===== src/rtl/wallace_mac_pipe.sv =====
// wallace_mac_pipe
//   Three-stage pipelined multiply-accumulate built around a Wallace tree.
//   One operand pair per cycle. Each sample selects signed or unsigned
//   operands. A running sum is kept with a sticky overflow flag.
//
//   Pipeline
//     S1: capture the operands and control bits of a valid sample.
//     S2: build partial products (Baugh-Wooley when signed), reduce them with
//         3:2 compressors to a sum/carry pair, and register that pair.
//     S3: carry-propagate add to form the product, accumulate, and register
//         all outputs.
//
// Ports
//   clk        sole clock, rising edge
//   rst        synchronous, active-high reset
//   in_valid   operand sample valid this cycle
//   in_a       multiplicand, WIDTH bits
//   in_b       multiplier, WIDTH bits
//   in_signed  1: operands are two's complement; 0: unsigned
//   acc_clr    this sample starts a new sum and clears acc_ovf
//   acc_en     this sample is added into acc (ignored when acc_clr=1)
//   out_valid  product/acc belong to the sample issued 3 cycles earlier
//   product    exact 2*WIDTH-bit product of that sample
//   acc        accumulator value after that sample, ACC_W bits
//   acc_ovf    sticky: acc has wrapped since the last acc_clr
module wallace_mac_pipe #(
  parameter int WIDTH = 8,
  parameter int ACC_W = 2*WIDTH+8
) (
  input  logic               clk,
  input  logic               rst,
  input  logic               in_valid,
  input  logic [WIDTH-1:0]   in_a,
  input  logic [WIDTH-1:0]   in_b,
  input  logic               in_signed,
  input  logic               acc_clr,
  input  logic               acc_en,
  output logic               out_valid,
  output logic [2*WIDTH-1:0] product,
  output logic [ACC_W-1:0]   acc,
  output logic               acc_ovf
);

  localparam int PW = 2*WIDTH;
  // WIDTH partial-product rows plus one row holding the Baugh-Wooley constants.
  localparam int NR = WIDTH + 1;
  // Modified Baugh-Wooley correction: +2^WIDTH and +2^(2*WIDTH-1), taken mod 2^PW.
  localparam logic [PW-1:0] BW_CONST = (PW'(1) << WIDTH) | (PW'(1) << (PW-1));
  // Accumulator bits above the product, set when sign-extending a negative product.
  localparam logic [ACC_W-1:0] HI_MASK = ~(ACC_W'({PW{1'b1}}));

  // ---------------- S1: operand capture ----------------
  logic             s1_valid_reg;
  logic [WIDTH-1:0] s1_a_reg;
  logic [WIDTH-1:0] s1_b_reg;
  logic             s1_signed_reg;
  logic             s1_clr_reg;
  logic             s1_en_reg;

  always_ff @(posedge clk) begin
    if (rst) begin
      s1_valid_reg  <= 1'b0;
      s1_a_reg      <= '0;
      s1_b_reg      <= '0;
      s1_signed_reg <= 1'b0;
      s1_clr_reg    <= 1'b0;
      s1_en_reg     <= 1'b0;
    end else begin
      s1_valid_reg <= in_valid;
      if (in_valid) begin
        s1_a_reg      <= in_a;
        s1_b_reg      <= in_b;
        s1_signed_reg <= in_signed;
        s1_clr_reg    <= acc_clr;
        s1_en_reg     <= acc_en;
      end
    end
  end

  // ---------------- S2: partial products + Wallace reduction ----------------
  // pp_bits[i][j] = a[j] & b[i]. In signed mode, a bit is inverted when exactly
  // one of i, j is the top index. This is the modified Baugh-Wooley form.
  logic [WIDTH-1:0][WIDTH-1:0] pp_bits;
  logic [PW-1:0]               tree_in [NR];

  for (genvar gi = 0; gi < WIDTH; gi++) begin : g_pp_row
    for (genvar gj = 0; gj < WIDTH; gj++) begin : g_pp_col
      localparam bit INV = (gi == WIDTH-1) ^ (gj == WIDTH-1);
      assign pp_bits[gi][gj] = (s1_a_reg[gj] & s1_b_reg[gi]) ^ (s1_signed_reg & INV);
    end
    assign tree_in[gi] = PW'(pp_bits[gi]) << gi;
  end
  assign tree_in[WIDTH] = s1_signed_reg ? BW_CONST : '0;

  // Each level compresses groups of three rows into a sum row and a carry row.
  // Leftover rows pass through unchanged. This repeats until two rows remain.
  // Carries shifted past bit PW-1 are dropped, because the product is exact mod 2^PW.
  logic [PW-1:0] csa_sum;
  logic [PW-1:0] csa_carry;

  always_comb begin : wallace_tree
    logic [PW-1:0] cur [NR+2];
    logic [PW-1:0] nxt [NR+2];
    int            n;
    int            m;
    for (int r = 0; r < NR+2; r++) begin
      cur[r] = '0;
      nxt[r] = '0;
    end
    for (int r = 0; r < NR; r++) cur[r] = tree_in[r];
    n = NR;
    m = 0;
    for (int lvl = 0; lvl < NR; lvl++) begin
      if (n > 2) begin
        for (int r = 0; r < NR+2; r++) nxt[r] = '0;
        m = 0;
        for (int g = 0; g < (NR+2)/3; g++) begin
          if (3*g+2 < n) begin
            nxt[m]   = cur[3*g] ^ cur[3*g+1] ^ cur[3*g+2];
            nxt[m+1] = ((cur[3*g] & cur[3*g+1]) | (cur[3*g] & cur[3*g+2]) |
                        (cur[3*g+1] & cur[3*g+2])) << 1;
            m = m + 2;
          end else begin
            if (3*g < n) begin
              nxt[m] = cur[3*g];
              m = m + 1;
            end
            if (3*g+1 < n) begin
              nxt[m] = cur[3*g+1];
              m = m + 1;
            end
          end
        end
        cur = nxt;
        n   = m;
      end
    end
    csa_sum   = cur[0];
    csa_carry = cur[1];
  end

  logic          s2_valid_reg;
  logic [PW-1:0] s2_sum_reg;
  logic [PW-1:0] s2_carry_reg;
  logic          s2_signed_reg;
  logic          s2_clr_reg;
  logic          s2_en_reg;

  always_ff @(posedge clk) begin
    if (rst) begin
      s2_valid_reg  <= 1'b0;
      s2_sum_reg    <= '0;
      s2_carry_reg  <= '0;
      s2_signed_reg <= 1'b0;
      s2_clr_reg    <= 1'b0;
      s2_en_reg     <= 1'b0;
    end else begin
      s2_valid_reg <= s1_valid_reg;
      if (s1_valid_reg) begin
        s2_sum_reg    <= csa_sum;
        s2_carry_reg  <= csa_carry;
        s2_signed_reg <= s1_signed_reg;
        s2_clr_reg    <= s1_clr_reg;
        s2_en_reg     <= s1_en_reg;
      end
    end
  end

  // ---------------- S3: final add + accumulate ----------------
  logic [PW-1:0]    prod_next;
  logic [ACC_W-1:0] prod_ext;
  logic [ACC_W:0]   acc_sum;
  logic             add_ovf;

  always_comb begin
    prod_next = s2_sum_reg + s2_carry_reg;
    prod_ext  = ACC_W'(prod_next);
    if (s2_signed_reg && prod_next[PW-1]) prod_ext = prod_ext | HI_MASK;
    acc_sum = {1'b0, acc} + {1'b0, prod_ext};
    // Signed mode: overflow when both addends have the same sign and the result sign differs.
    // Unsigned mode: overflow is the carry out of the top accumulator bit.
    if (s2_signed_reg)
      add_ovf = (acc[ACC_W-1] == prod_ext[ACC_W-1]) && (acc_sum[ACC_W-1] != acc[ACC_W-1]);
    else
      add_ovf = acc_sum[ACC_W];
  end

  always_ff @(posedge clk) begin
    if (rst) begin
      out_valid <= 1'b0;
      product   <= '0;
      acc       <= '0;
      acc_ovf   <= 1'b0;
    end else begin
      out_valid <= s2_valid_reg;
      // On bubble cycles product, acc and acc_ovf keep their previous values.
      if (s2_valid_reg) begin
        product <= prod_next;
        if (s2_clr_reg) begin
          acc     <= prod_ext;
          acc_ovf <= 1'b0;
        end else if (s2_en_reg) begin
          acc     <= acc_sum[ACC_W-1:0];
          acc_ovf <= acc_ovf | add_ovf;
        end
      end
    end
  end

endmodule

===== config.mk =====
export PLATFORM = sky130hd
export DESIGN_NAME = wallace_mac_pipe
export DESIGN_NICKNAME = d
export VERILOG_FILES = /design/src/rtl/wallace_mac_pipe.sv
export SDC_FILE = /design/constraint.sdc
export NUM_CORES = 1
export LEC_CHECK = 0
export CELL_PAD_IN_SITES_DETAIL_PLACEMENT = 2
export CELL_PAD_IN_SITES_GLOBAL_PLACEMENT = 2
export CORE_UTILIZATION = 36
export DETAILED_ROUTE_END_ITERATION = 10
export GPL_TIMING_DRIVEN = 0
export PLACE_DENSITY_LB_ADDON = 0.25
export SKIP_CTS_REPAIR_TIMING = 1
export SYNTH_ARGS = -nofsm -noshare
export SYNTH_HDL_FRONTEND = slang
export SYNTH_SLANG_ARGS = --single-unit
export TNS_END_PERCENT = 10

===== constraint.sdc =====
create_clock -name clk -period 4.8 [get_ports clk]
set_input_delay 0.72 -clock clk [delete_from_list [all_inputs] [get_ports clk]]
set_output_delay 0.72 -clock clk [all_outputs]
set_load 0.005 [all_outputs]

-- Word level (Yosys, flattened, before mapping)
Index checks and enable logic that the tools add are counted.
- output and inout port bits: 42
- word-level logic and storage cells: 159
- register bits after elaboration: 97
- bits of input ports: 22
- muxes and demuxes: 7
- add/sub/neg operators: 2
- bitwise logic cells: 128
- reductions and logical operators: 4
- eq/ne operators: 2
- operators by type and width (operator ; count):
    $and 15x15->15 ; 11
    $or 15x15->15 ; 10
    $xor 16x16->16 ; 7
    $mux 24 ; 3
    $and 1x1->1 ; 64
    $and 14x15->15 ; 2
    $add 24x24->25 ; 1
    $add 16x16->16 ; 1
    $mux 16 ; 1
    $xor 15x16->16 ; 1
    $xor 16x13->16 ; 1
    $xor 14x15->15 ; 1
    $xor 1x1->1 ; 14
    $and 10x13->13 ; 1
    $and 11x13->13 ; 1
    $and 12x13->13 ; 1
    $or 12x13->13 ; 1
    $or 13x13->13 ; 1
    $xor 12x13->13 ; 1
    $and 11x12->12 ; 1
    $xor 11x12->12 ; 1
    $and 10x11->11 ; 1
    $and 8x10->10 ; 1
    $and 9x10->10 ; 1
    other kinds (12) ; 15

-- Depth between registers and ports, before layout
- depth in word-level cells: 14
- gate-level depth with buffers: 18
- gate-level depth less buffers: 18

-- Worst setup path before layout
Ideal clock, no wire load.
- kind: flip-flop to flip-flop
- from: register s2_sum_reg[5]
- to: register acc[22]
- library setup time: 69 ps
- clock period less this slack: 4133 ps
- arrival: 4064 ps
- path buffers: 0
- required time: 4731 ps
- stages on the path, launching flop included: 18
- path slack: 667 ps
- cell sequence: dfxtp_1 > ha_1 > fa_1 > a21oi_1 > nor2b_1 > a311oi_2 > a211oi_1 > a211oi_2 > and2_1 > ha_1 > and4_4 > and2_4 > a22o_1 > or3_4 > o211ai_2 > a21oi_1 > or4_1 > o21ai_1
- elaborated cells on any way between the ends: 6
- those cells by class: add/sub: 2; mux: 3; reduce/logical: 1
- RTL lines (item ; line ; source):
    start: declaration ; 143 ; logic [PW-1:0] s2_sum_reg;
    start signal: assignment ; 160 ; s2_sum_reg <= csa_sum;
    $add 16x16->16 ; 176 ; prod_next = s2_sum_reg + s2_carry_reg;
    $mux 24 ; 178 ; if (s2_signed_reg && prod_next[PW-1]) prod_ext = prod_ext | HI_MASK;
    net prod_ext[15] ; 171 ; logic [ACC_W-1:0] prod_ext;
    $add 24x24->25 ; 179 ; acc_sum = {1'b0, acc} + {1'b0, prod_ext};
    $mux 24 ; 202 ; end else if (s2_en_reg) begin
    $mux 24 ; 199 ; if (s2_clr_reg) begin
    end signal: assignment ; 200 ; acc <= prod_ext;
    end signal: assignment ; 203 ; acc <= acc_sum[ACC_W-1:0];
    end: declaration ; 40 ; output logic [ACC_W-1:0] acc,
The timed path passes the listed nets, and every way through them passes these cells. The select of a mux whose other input is x is not followed.
A chain may end at the register's enable or synchronous reset.

-- Worst setup path after layout
Same ends and word-level chain as after synthesis.

==> impl_summary.md <==
Run status
The flow ran to the end, and the final reports show no timing, DRC or antenna violations.

Power and ir drop
The design draws 1.87 mW. Summed over all cells, the static leakage comes to 3.32 nW. Power spread over the standard cell area amounts to 237 nW/um2. The largest voltage drop on the vdd net is 0.169 mV.

Die
The floorplan step set the die height to 138 um. The number of rows in the core area is 49. The die covers 18900 um2.

After floorplanning, the core was sized to cover 18000 um2. The number of top-level pins is 64. The floorplan die width is 138 um. Once the floorplan was initialized, standard cells occupied 36.8% of the core.

Layout
The top cell types in the final layout, fill and taps aside, are nor2_1 (109), dfxtp_1 (93), mux2i_1 (64). Cells fill 43.9% of the core in the end. The layout has 1977 filler cells. The library cell used most frequently in the layout, excluding fill and tap cells, is nor2_1. The net count of the finished layout is 932. The post-route netlist has 4.40% of its cells at a drive strength greater than 1.

Relative to the synthesized area, the layout overhead comes to 19.3%. The number of antenna diodes in the final layout is 0. The register with the most flip-flops in the layout has 24 of them. The final instance area is 7890 um2.

Clock tree
The TritonCTS clock tree is built. The clock-pin slew of the registers on the worst-case setup and hold paths is 70 ps. The tree built by TritonCTS fans out to 93 sinks.

In this run the deepest clock path goes through 2 buffers. The H-tree level count is 3. In this run the clock root is driven by a clkbuf_16. TritonCTS created 9 clock buffers.

The later-pin clock latency in the skew report is 360 ps.

GRT
The number of global-route vias before repair came to 6387. The number of antenna violations at the first check in global routing was 0. Global routing used 24.8% of the available tracks across all layers. The global-route wire length before repair is 35000 um. The remaining global-route overflow is 0. Entering global routing, the biggest net connects 18 pins.

Worst setup path
The worst setup path is of the reg -> reg kind. STA puts the critical path data required time at 5090 ps. The data arrival time at the worst-slack endpoint is 4950 ps.

The worst setup path is captured at a flip-flop. Of all nets on the critical path, the largest fanout is 9. STA classifies the critical path startpoint as a flip-flop.

Timing
In the finished design, the share of the clock period the worst path needs comes to 97.0%. In this run the tightest slew margin relative to its limit is 45.2%. Subtracting the final worst setup slack from the clock period gives 4650 ps. Setup slack closes at 146 ps. Derived from the worst setup path, the maximum achievable clock frequency is 215 MHz. Final hold analysis gives a worst-case slack of 511 ps. For the pin with the worst max-slew slack, the measured transition is 822 ps. The final hold violation count is 0. The setup-violating endpoint count in the final report is 0. The number of pins with negative max-slew slack in the final report is 0. On the final layout, the worst clock skew is 9.89 ps.

Yosys
The most used flip-flop cell after synthesis is dfxtp_1. Sorting the synthesized cells by area gives the leading types as dfxtp_1 (28%), fa_1 (12%), ha_1 (11%). The synthesized design contains 0 enable-type register cells. The total of flip-flops plus latches after synthesis is 93. The number of nets in the synthesized netlist is 855. The part of the Yosys area used for sequential elements is 28.2%. In the synthesized netlist the async set-or-reset flop fraction comes to 0%. The count of yosys warnings during synthesis is 0. In this run the cell area of the synthesized design comes to 6610 um2.

The number of different library cells used by synthesis comes to 55. The largest area contributor in the synthesized netlist is dfxtp_1. After synthesis, the largest area contributor takes up 28.2% of total cell area. A synthesized cell averages 8.97 um2. The number of instances in the synthesized netlist is 737.

Placed design
The placement-stage worst setup slack is -293 ps. The final HPWL from detailed placement is 16900 um. Buffers placed on the I/O ports in this run total 62. At the end of routability-driven placement, the weighted congestion stood at 0.869. The placement-stage cell area is 7520 um2.

Detailed routing
The wire length the detailed router placed on met1 is 10500 um. For this run, design rule violations remaining after detail routing come to 0. The highest layer touched by signal routing is met4. Before antenna repair, the detailed router went through 4 iterations.

In this run the remaining antenna-violating nets after routing total 0. The total vias in the final route is 5709. The detail-routed net length per standard cell is 21.2 um.

Summed over all layers, the routed wires come to 22200 um. The violation count after the first detailed-routing iteration is 240. After detailed routing, the met3 layer carries 523 um of wire. The via-per-instance ratio is 5.45. In the detailed route, the total length drawn on met2 is 10900 um.

Run
The max-cap violation count is 0.

Min path
The tightest min-delay check is of the reg -> reg type.
-- stage by stage --
stage          cells  setup TNS (ps)
2_1_floorplan    737               0
3_3_place_gp    1028            -264
3_5_place_dp    1028           -1010
4_1_cts         1044           -1580
5_1_grt         1048           -53.5
6_report        1048               0
-- synth_stat cells (15+ instances only) --
library cell  number
nor2_1           109
xor2_1            16
nor3_1            15
xnor2_1           24
a21oi_1           35
fa_1              39
clkbuf_1          26
o21ai_0           21
mux2i_1           64
ha_1              57
inv_1             37
dfxtp_1           93
nand2_1           48
and2_1            40
-- worst max-delay path: stages, from the launching register on --
cell and delay (ps):
dfxtp_1 320, ha_1 230, fa_1 410, a21oi_1 180
nor2b_1 100, a311oi_2 370, a211oi_1 180, a211oi_4 250
buf_4 200, and2_4 250, ha_1 330, and4_4 220
and2_4 170, a22o_1 210, or3_4 340, o211ai_2 180
a21oi_1 110, or4_1 400, o21ai_1 120
-- per-layer routing --
metal  track usage [%]  up-vias
met5                 0        -
met4              7.26        0
met3              2.54       24
met2              41.7       81
met1              33.3     2926
li1                  -     2678
-- power by group --
group          leakage (nW)  internal (mW)  switching, mW
clock                 0.146          0.414          0.358
sequential            0.755          0.793         0.0295
combinational          2.42          0.115          0.159
total                  3.32           1.32          0.547
-- final timing paths --
kind	start	end	slack [ps]	cells after the start
setup / recovery	s2_sum_reg[5]	acc[22]	150	18
hold reg to reg	product[13]	product[13]	510	2
hold / removal	product[13]	product[13]	510	2
setup reg to reg	s2_sum_reg[5]	acc[22]	150	18
-- cell families (layout without fill, tap and decap cells) --
| family | after synthesis | in the layout | share of synthesized area [%] |
|---|---|---|---|
| flops | 93 | 93 | 28.2 |
| compound gates | 127 | 127 | 12.8 |
| fa+ha+maj | 96 | 96 | 22.6 |
| simple gates | 248 | 248 | 17.5 |
| mux | 64 | 64 | 9.69 |
| xor+xnor | 40 | 40 | 5.30 |
| buf+inv | 69 | 151 | 3.94 |
-- layout make-up --
cell class / count / area (um2) / share of cell area, %
clock inverters: 6 / 80.1 / 1.02
inverters: 37 / 139 / 1.76
repair buffers: 66 / 651 / 8.25
clock buffers: 10 / 229 / 2.90
multi-input cells: 575 / 4520 / 57.3
plain buffers: 32 / 121 / 1.54
well taps: 229 / 287 / 3.63
flip-flops and latches: 93 / 1860 / 23.6
(Power assumes the default switching activity.)
